### config.mk
export PLATFORM = sky130hd
export DESIGN_NAME = mips_lsu
export DESIGN_NICKNAME = d
export VERILOG_FILES = /design/src/rtl/mips_lsu_pkg.sv /design/src/rtl/mips_lsu_lane.sv /design/src/rtl/mips_lsu.sv
export SDC_FILE = /design/constraint.sdc
export NUM_CORES = 1
export LEC_CHECK = 0
export CAP_MARGIN = 20
export CELL_PAD_IN_SITES_DETAIL_PLACEMENT = 1
export CELL_PAD_IN_SITES_GLOBAL_PLACEMENT = 2
export CORE_MARGIN = 2
export CORE_UTILIZATION = 31
export DETAILED_ROUTE_END_ITERATION = 12
export PLACE_DENSITY_LB_ADDON = 0.08
export RECOVER_POWER = 50
export SKIP_CTS_REPAIR_TIMING = 1
export SLEW_MARGIN = 15
export SYNTH_ARGS = -nofsm -noshare
export SYNTH_HDL_FRONTEND = slang
export SYNTH_SLANG_ARGS = --single-unit
export TNS_END_PERCENT = 10
### constraint.sdc
create_clock -name clk -period 3.9 [get_ports clk]
set_input_delay 0.585 -clock clk [delete_from_list [all_inputs] [get_ports clk]]
set_output_delay 0.585 -clock clk [all_outputs]
set_load 0.02 [all_outputs]
### src/rtl/mips_lsu_pkg.sv
// Shared encodings for the MIPS load/store unit.
package mips_lsu_pkg;

  localparam logic [3:0] OP_LB  = 4'b0000;
  localparam logic [3:0] OP_LH  = 4'b0001;
  localparam logic [3:0] OP_LW  = 4'b0010;
  localparam logic [3:0] OP_LBU = 4'b0100;
  localparam logic [3:0] OP_LHU = 4'b0101;
  localparam logic [3:0] OP_SB  = 4'b1000;
  localparam logic [3:0] OP_SH  = 4'b1001;
  localparam logic [3:0] OP_SW  = 4'b1010;

  typedef enum logic [1:0] {
    ST_IDLE = 2'd0,
    ST_RD   = 2'd1,
    ST_WR   = 2'd2,
    ST_DONE = 2'd3
  } state_t;

  // Big-endian lane offsets within a word
  localparam logic [1:0] LANE_B0 = 2'd0;
  localparam logic [1:0] LANE_B1 = 2'd1;
  localparam logic [1:0] LANE_B2 = 2'd2;
  localparam logic [1:0] LANE_B3 = 2'd3;

  function automatic logic is_legal(input logic [3:0] op);
    return (op == OP_LB)  || (op == OP_LH)  ||
           (op == OP_LW)  || (op == OP_LBU) ||
           (op == OP_LHU) || (op == OP_SB)  ||
           (op == OP_SH)  || (op == OP_SW);
  endfunction

  function automatic logic is_half(input logic [3:0] op);
    return (op == OP_LH) || (op == OP_LHU) ||
           (op == OP_SH);
  endfunction

  function automatic logic is_word(input logic [3:0] op);
    return (op == OP_LW) || (op == OP_SW);
  endfunction

endpackage

### src/rtl/mips_lsu_lane.sv
// Byte-lane extract/extend for loads and
// lane merge for sub-word stores.
module mips_lsu_lane
  import mips_lsu_pkg::*;
(
  input  logic [3:0]  i_op,
  input  logic [1:0]  i_off,
  input  logic [31:0] i_word,
  input  logic [31:0] i_wdata,
  output logic [31:0] o_ld,
  output logic [31:0] o_st
);

  logic [7:0]  w_byte;
  logic [15:0] w_half;

  always_comb begin
    w_byte = 8'h00;
    unique case (i_off)
      LANE_B0: w_byte = i_word[31:24];
      LANE_B1: w_byte = i_word[23:16];
      LANE_B2: w_byte = i_word[15:8];
      LANE_B3: w_byte = i_word[7:0];
      default: w_byte = 8'h00;
    endcase
    w_half = i_off[1] ? i_word[15:0]
                      : i_word[31:16];
  end

  always_comb begin
    o_ld = 32'h0;
    case (i_op)
      OP_LB:  o_ld = {{24{w_byte[7]}}, w_byte};
      OP_LBU: o_ld = {24'h0, w_byte};
      OP_LH:  o_ld = {{16{w_half[15]}}, w_half};
      OP_LHU: o_ld = {16'h0, w_half};
      OP_LW:  o_ld = i_word;
      default: o_ld = 32'h0;
    endcase
  end

  always_comb begin
    o_st = i_word;
    case (i_op)
      OP_SB: begin
        unique case (i_off)
          LANE_B0: o_st[31:24] = i_wdata[7:0];
          LANE_B1: o_st[23:16] = i_wdata[7:0];
          LANE_B2: o_st[15:8]  = i_wdata[7:0];
          LANE_B3: o_st[7:0]   = i_wdata[7:0];
          default: o_st = i_word;
        endcase
      end
      OP_SH: begin
        if (i_off[1]) o_st[15:0]  = i_wdata[15:0];
        else          o_st[31:16] = i_wdata[15:0];
      end
      OP_SW:   o_st = i_wdata;
      default: o_st = i_word;
    endcase
  end

endmodule

### src/rtl/mips_lsu.sv
// Load/store unit on the MIPS data-memory bus.
// MIPS_LSU_ALIGN_CHECK_EN traps misaligned accesses.
module mips_lsu
  import mips_lsu_pkg::*;
#(
  parameter int ADDR_W = 32
) (
  input  logic              clk,
  input  logic              rst_n,
  input  logic              req_valid,
  output logic              req_ready,
  input  logic [3:0]        req_op,
  input  logic [ADDR_W-1:0] req_addr,
  input  logic [31:0]       req_wdata,
  output logic              resp_valid,
  output logic [31:0]       resp_rdata,
  output logic              resp_misaligned,
  output logic [ADDR_W-1:0] mem_address,
  output logic [31:0]       write_data,
  output logic              sig_mem_read,
  output logic              sig_mem_write,
  input  logic [31:0]       read_data
);

  state_t            r_state;
  logic [3:0]        r_op;
  logic [1:0]        r_off;
  logic [31:0]       r_wdata;
  logic [ADDR_W-1:0] r_maddr;
  logic [31:0]       r_wdout;
  logic              r_rd;
  logic              r_wr;
  logic              r_resp_valid;
  logic [31:0]       r_rdata;
  logic              r_mis;

  logic              w_legal;
  logic              w_mis;
  logic [1:0]        w_off;
  logic [ADDR_W-1:0] w_waddr;
  logic [31:0]       w_ld;
  logic [31:0]       w_st;

  assign w_legal = is_legal(req_op);
  assign w_waddr = {req_addr[ADDR_W-1:2], 2'b00};

`ifdef MIPS_LSU_ALIGN_CHECK_EN
  assign w_mis = w_legal &&
    ((is_half(req_op) && req_addr[0]) ||
     (is_word(req_op) && (req_addr[1:0] != 2'b00)));
  assign w_off = req_addr[1:0];
`else
  // Misaligned addresses are silently rounded down
  assign w_mis = 1'b0;
  assign w_off = is_word(req_op) ? 2'b00 :
                 is_half(req_op) ? {req_addr[1], 1'b0} :
                                   req_addr[1:0];
`endif

  mips_lsu_lane u_lane (
    .i_op    (r_op),
    .i_off   (r_off),
    .i_word  (read_data),
    .i_wdata (r_wdata),
    .o_ld    (w_ld),
    .o_st    (w_st)
  );

  always_ff @(posedge clk or negedge rst_n) begin
    if (!rst_n) begin
      r_state      <= ST_IDLE;
      r_op         <= 4'h0;
      r_off        <= 2'b00;
      r_wdata      <= 32'h0;
      r_maddr      <= '0;
      r_wdout      <= 32'h0;
      r_rd         <= 1'b0;
      r_wr         <= 1'b0;
      r_resp_valid <= 1'b0;
      r_rdata      <= 32'h0;
      r_mis        <= 1'b0;
    end else begin
      case (r_state)
        ST_IDLE: begin
          if (req_valid) begin
            r_op    <= req_op;
            r_off   <= w_off;
            r_wdata <= req_wdata;
            if (!w_legal || w_mis) begin
              r_state      <= ST_DONE;
              r_resp_valid <= 1'b1;
              r_rdata      <= 32'h0;
              r_mis        <= w_mis;
            end else if (req_op == OP_SW) begin
              r_state <= ST_WR;
              r_wr    <= 1'b1;
              r_maddr <= w_waddr;
              r_wdout <= req_wdata;
            end else begin
              r_state <= ST_RD;
              r_rd    <= 1'b1;
              r_maddr <= w_waddr;
            end
          end
        end
        ST_RD: begin
          r_rd <= 1'b0;
          // Stores reaching RD are SB/SH: merge and write back
          if (r_op[3]) begin
            r_state <= ST_WR;
            r_wr    <= 1'b1;
            r_wdout <= w_st;
          end else begin
            r_state      <= ST_DONE;
            r_maddr      <= '0;
            r_resp_valid <= 1'b1;
            r_rdata      <= w_ld;
            r_mis        <= 1'b0;
          end
        end
        ST_WR: begin
          r_wr         <= 1'b0;
          r_maddr      <= '0;
          r_wdout      <= 32'h0;
          r_state      <= ST_DONE;
          r_resp_valid <= 1'b1;
          r_rdata      <= 32'h0;
          r_mis        <= 1'b0;
        end
        ST_DONE: begin
          r_resp_valid <= 1'b0;
          r_state      <= ST_IDLE;
        end
        default: r_state <= ST_IDLE;
      endcase
    end
  end

  assign req_ready       = (r_state == ST_IDLE);
  assign resp_valid      = r_resp_valid;
  assign resp_rdata      = r_rdata;
  assign resp_misaligned = r_mis;
  assign mem_address     = r_maddr;
  assign write_data      = r_wdout;
  assign sig_mem_read    = r_rd;
  assign sig_mem_write   = r_wr;

endmodule

==> flow_summary.toml, run 1 <==
[worst_setup_path]
crit_arrival_ns = 3.28
cp_max_fo = 34
path_class = "flip-flop to flip-flop"
r2r_start = "r_state[0]$_DFFE_PN0P_"
worstPathRequired_ns = 4.23
reg2reg_setup_slack_ns = 0.95
crit_start = "r_state[0]$_DFFE_PN0P_"
crit_path_end_kind = "flip-flop"
cp-start-kind = "flip-flop"

[min_path]
min_path_type = "flip-flop to flip-flop"
hp-start = "mem_address[30]$_DFFE_PN0P_"

[logic_synthesis]
synth_edf_count = 0
ys_ff_latch = 137
synth_area_leaders = "dfrtp_1 (48%), mux2_2 (5.3%), a21oi_1 (4.5%), nand2_1 (4.2%), o21ai_0 (3.6%)"
avgSynthCellArea_um2 = 9.74
yosys_warnings = 0
synth.largest_area_cell = "dfrtp_1"
synth_cell_type_count = 56
synth_top_area_share_pct = 47.8
ys.flop_type = "dfrtp_1"
synthArstFlopShare_pct = 100
ys_seq_area_share_pct = 47.8
syn-instance-count = 737
syn_area_um2 = 7180

[timing]
worst_pin_slew_ns = 2.12
rsz0062_at_grt = "false"
period_needed_ns = 2.95
slew_violations = 80
hold_viol = 0
slew_headroom_pct = -41.4
fmax_mhz = 339
timing.setup.tns_ns = 0
finClkSkew_ns = 0.0113
period_share_pct = 75.7
setup_viol_count_final = 0
setup_slack_ns = 0.946

[cts]
cts-htree-levels = 4
root_buffer = "clkbuf_16"
cts_tree = "built"
clk_pin_slew_ns = 0.06
clk_path_buf_depth = 2
numCtsBuffers = 17
clk-insertion-delay-late_ns = 0.43
cts_sinks = 137

[global_route]
grt_pass1_vias = 6828
top_usage_layer = "met2"
grt_max_degree = 80
antenna_found_initial = 0
globalRouteMet3Util_pct = 4.75
grt_pass1_wl_um = 40100
overflow = 0
grt_use_met2_pct = 35.1
grtUsageMet1_pct = 29.3
grtUsageTotal_pct = 21.4

[place]
io_buffers = 200
preCtsSetupSlack_ns = 0.709
dp_hpwl_um = 18800
gp_congestion = 0.775

[layout]
final_nets = 1022
areaGrowthSynthToFinish_pct = 39.8
diodes = 0
drive_gt1_share_pct = 11.1
n_fill_cell = 2533

[floorplan]
rows = 55
die_y_um = 156
core_um2 = 22700
die_w_um = 156
initial_utilization_pct = 31.6
io_pins = 204
dieArea_um2 = 24400

[detailed_routing]
drc_errors = 0
dr.pass1.iters = 4
drtAntennaViolNets = 0
vias = 6332
drt_iter0_markers = 327
wirelength_um = 25600
vias_per_cell = 5.22
wl_per_cell_um = 21.2

[run]
cap_violations = 1

[power]
ir_drop_mv = 0.360
pwr_density_cell_nw_per_um2 = 850
p_leak_uw = 0.00410

[status]
failed_checks = "capacitance limit, slew limit"
outcome = "finished with violations"
[critical path: stages (launching register included)]
cell      delay, ns
dfrtp_1        0.43
inv_1          0.09
ha_1           0.36
nor2b_4        0.20
a211oi_2       0.28
nand2_2        0.08
buf_4          0.25
or4_1          0.84
o21ai_0        0.31
[final cells by class]
class | count | area [um^2] | share of cell area, %
clock inverter | 12 | 185 | 1.84
clock buffer | 20 | 447 | 4.45
multi-input combinational | 521 | 3430 | 34.2
tap | 285 | 357 | 3.55
inverter | 23 | 86.3 | 0.860
timing repair buffer | 214 | 2100 | 20.9
sequential | 137 | 3430 | 34.2
[where the power goes]
group | leakage [uW] | switching [uW] | internal (uW)
clock network | 0.000306 | 655 | 1100
registers | 0.00172 | 469 | 2000
logic | 0.00207 | 2500 | 1810
[routing by layer]
metal  wire length (um)  share of wire, %
met5                  0                 0
met4                209              0.81
met3               1220               4.7
met2              12400                48
met1              11800                46
[state kept, by name (all words and copies together), names as in the netlist]
| name | flops |
|---|---|
| write_data | 32 |
| sig_mem_write | 1 |
| r_op | 4 |
| sig_mem_read | 1 |
| r_state | 2 |
| mem_address | 30 |
| resp_rdata | 32 |
| resp_valid | 1 |
| r_wdata | 32 |
| r_off | 2 |
[per-stage QoR]
step	total power (uW)	hold WS (ns)	cell area, um^2	util, %	std cells
finish	8530	0.477	10000	44.2	1212
global route	9160	0.513	10000	44.2	1212
CTS	8700	0.221	10000	44.2	1211
detailed placement	6890	0.470	9410	41.4	1179
global placement	6710	0.464	9410	41.4	1179
floorplan	5190	0.289	7190	-	739
[layout by cell type (no fill, tap or decap), drive strengths merged, types with 3 or more instances in the layout]
cell type and instances:
clkdlybuf4s50 169, dfrtp 137, nand2 81, a21oi 66
o21ai 65, nor2 45, nor2b 41, nand2b 35
mux2 34, dlygate4sd3 30, inv 28, clkbuf 23
a22o 17, a31oi 17, a221o 16, buf 12
mux2i 10, nand3 10, o221ai 10, mux4 8
and3 8, a21o 7, a32oi 6, ha 5
bufinv 4, a211oi 4, nor3 4, conb 3
and2 3
[synthesized netlist by cell type (8+ instances only)]
cell type    n
dfrtp_1    137
nand2_1     80
a21oi_1     65
o21ai_0     52
nor2_1      45
nor2b_1     40
clkbuf_1    38
nand2b_1    35
mux2_2      34
inv_1       23
a22o_1      17
a31oi_1     17
a221o_1     16
buf_2       13
o21ai_1     13
mux2i_1     10
nand3_1     10
o221ai_1    10
and3_1       8
mux4_2       8
[final timing paths]
kind	endpoint	cells past startpoint
setup / recovery	resp_rdata[21]$_DFFE_PN0P_	8
hold / removal	mem_address[30]$_DFFE_PN0P_	2
setup reg to reg	resp_rdata[21]$_DFFE_PN0P_	8
hold reg to reg	mem_address[30]$_DFFE_PN0P_	2
max in group asynchronous	resp_rdata[13]$_DFFE_PN0P_	2
min in group asynchronous	mem_address[30]$_DFFE_PN0P_	1
[cells by family after synthesis]
group / synth area share (%)
and+or+nand+nor: 17.0
AOI/OAI and AO/OA: 20.2
DFF: 47.8
buffers and inverters: 4.93
muxes: 9.24
adders and majority gates: 0.872
other: 0.0522
(Power assumes the default switching activity.)
==> run 2: changes to the inputs <==
CORE_UTILIZATION = 29   (was 31)
clock period = 2.9 ns   (was 3.9 ns; I/O delays follow)
==> run 2 against run 1 <==
Against the previous run:
- the run still ends with capacitance limit, slew limit left
- die area rose by 6.7%
- global-route usage fell by 0.93 points
- wire length rose by 3.2%
- largest cell class is now registers
==> flow_summary.toml, run 2 (synthesis results as in run 1) <==
[timing]
rsz0062_at_grt = "false"
period_share_pct = 86.5
slew_violations = 76
timing.setup.tns_ns = 0
hold_viol = 0
setup_viol_count_final = 0
finClkSkew_ns = 0.0101
slew_headroom_pct = -36.4
fmax_mhz = 399
worst_pin_slew_ns = 2.05
period_needed_ns = 2.51

[status]
outcome = "finished with violations"
failed_checks = "capacitance limit, slew limit"

[layout]
areaGrowthSynthToFinish_pct = 43.2
final_cell_mix = "clkdlybuf4s50_1 (191), dfrtp_1 (137), nand2_1 (80)"
final_cell_count_no_fill = 1272
diodes = 0
drive_gt1_share_pct = 13.1
regArea_um2 = 3430
n_fill_cell = 2690
multi_input_area_um2 = 3420
final_nets = 1043
final_common_cell = "clkdlybuf4s50_1"

[floorplan]
io_pins = 204
die_y_um = 161
core_um2 = 24300
die_w_um = 161
rows = 57
initial_utilization_pct = 29.5
dieArea_um2 = 26000

[detailed_routing]
vias = 6466
vias_per_cell = 5.08
drtAntennaViolNets = 0
wirelength_um = 26500
dr.pass1.iters = 5
wl_per_cell_um = 20.8
drc_errors = 0
drt_iter0_markers = 324

[min_path]
hold_path_depth = 2
hold_end = "mem_address[16]$_DFFE_PN0P_"
hp-start = "mem_address[16]$_DFFE_PN0P_"
min_path_type = "flip-flop to flip-flop"

[cts]
cts-htree-levels = 4
numCtsBuffers = 17
root_buffer = "clkbuf_16"
cts_sinks = 137
cts_tree = "built"
clk_pin_slew_ns = 0.06
clk-insertion-delay-late_ns = 0.43
clk_path_buf_depth = 2

[global_route]
grt_max_degree = 77
overflow = 0
grtUsageTotal_pct = 20.5
antenna_found_initial = 0
grt_pass1_vias = 6877
grt_pass1_wl_um = 41100

[worst_setup_path]
path_buf_inv = 1
crit_family = "simple AND/OR/NAND/NOR gates"
crit_arrival_ns = 2.84
crit_path_end_kind = "flip-flop"
reg2reg_setup_slack_ns = 0.39
rr_endpoint = "resp_rdata[17]$_DFFE_PN0P_"
worstRegToRegCells = 7
critPathSlowestCell = "or4_1"
cp-start-kind = "flip-flop"
r2r_start = "r_state[0]$_DFFE_PN0P_"
critPathMaxStageDelay_ns = 0.81
cp_max_fo = 16
path_class = "flip-flop to flip-flop"
worstPathRequired_ns = 3.23
crit_path_cell_trace = "inv_1, ha_2, nor2b_1, a211oi_2, nand2_2, or4_1, o21ai_0"

[place]
dp_hpwl_um = 20000
io_buffers = 200
numPlacedInstances = 1240
gp_congestion = 0.811

[power]
p_total_uw = 11800
ir_drop_mv = 0.446
pwr_density_cell_nw_per_um2 = 1150
p_leak_uw = 0.00416

[run]
cap_violations = 1
run 2: changes by cell type in the layout (fill, tap and decap cells not counted), sizes merged:
cell           delta
buf              +21
clkbuf            -1
clkdlybuf4s50    +22
clkinv            +1
clkinvlp          +2
dlygate4sd3      -22
inv               -2
run 2: tightest hold or removal path, delay by kind of cell, from the launching register on:
family             cells  cell delay, ns
DFF                    1            0.34
AOI/OAI and AO/OA      1            0.06
and+or+nand+nor        1            0.04
run 2: worst max path at each step:
stage / start / to / slack (ns) / cells after the start
after floorplan: r_state[0]$_DFFE_PN0P_ / resp_rdata[16]$_DFFE_PN0P_ / 0.58 / 10
after global placement: req_op[2] / resp_rdata[17]$_DFFE_PN0P_ / 0.30 / 6
after detailed placement: req_valid / resp_rdata[17]$_DFFE_PN0P_ / 0.20 / 6
after CTS: r_state[0]$_DFFE_PN0P_ / resp_rdata[17]$_DFFE_PN0P_ / 0.40 / 7
after global routing: r_state[0]$_DFFE_PN0P_ / resp_rdata[17]$_DFFE_PN0P_ / 0.19 / 7
final: r_state[0]$_DFFE_PN0P_ / resp_rdata[17]$_DFFE_PN0P_ / 0.39 / 7
run 2: routing by layer:
metal	vias to the layer above	part of all wire, %	track usage (%)
met1	3254	46	27.7
met4	0	1.9	6.17
met2	173	48	33.4
met5	-	0	0
li1	3008	-	-
met3	31	4.3	3.90
run 2: cell type report:
class	instances	area share (%)
Clock buffer	19	4.31
Multi-Input combinational cell	521	33.3
Tap cell	324	3.94
Inverter	23	0.840
Clock inverter	13	1.86
Timing Repair Buffer	235	22.4
Sequential cell	137	33.4
run 2: through the flow:
stage                     setup slack (ns)  hold slack, ns  util [%]  instance area, um^2
after floorplan                      0.580           0.139         -                 7190
after global placement               0.299           0.464      39.8                 9670
after detailed placement             0.196           0.470      39.8                 9670
after CTS                            0.401          0.0831      42.4                10300
after global routing                 0.189           0.505      42.3                10300
final                                0.391           0.476      42.3                10300
run 2: report_power, final:
part,internal (uW),leakage [uW],total [uW],switching [uW]
Sequential,2690,0.00172,3250,561
Combinational,2660,0.00213,6140,3480
Clock,1470,0.000301,2390,913
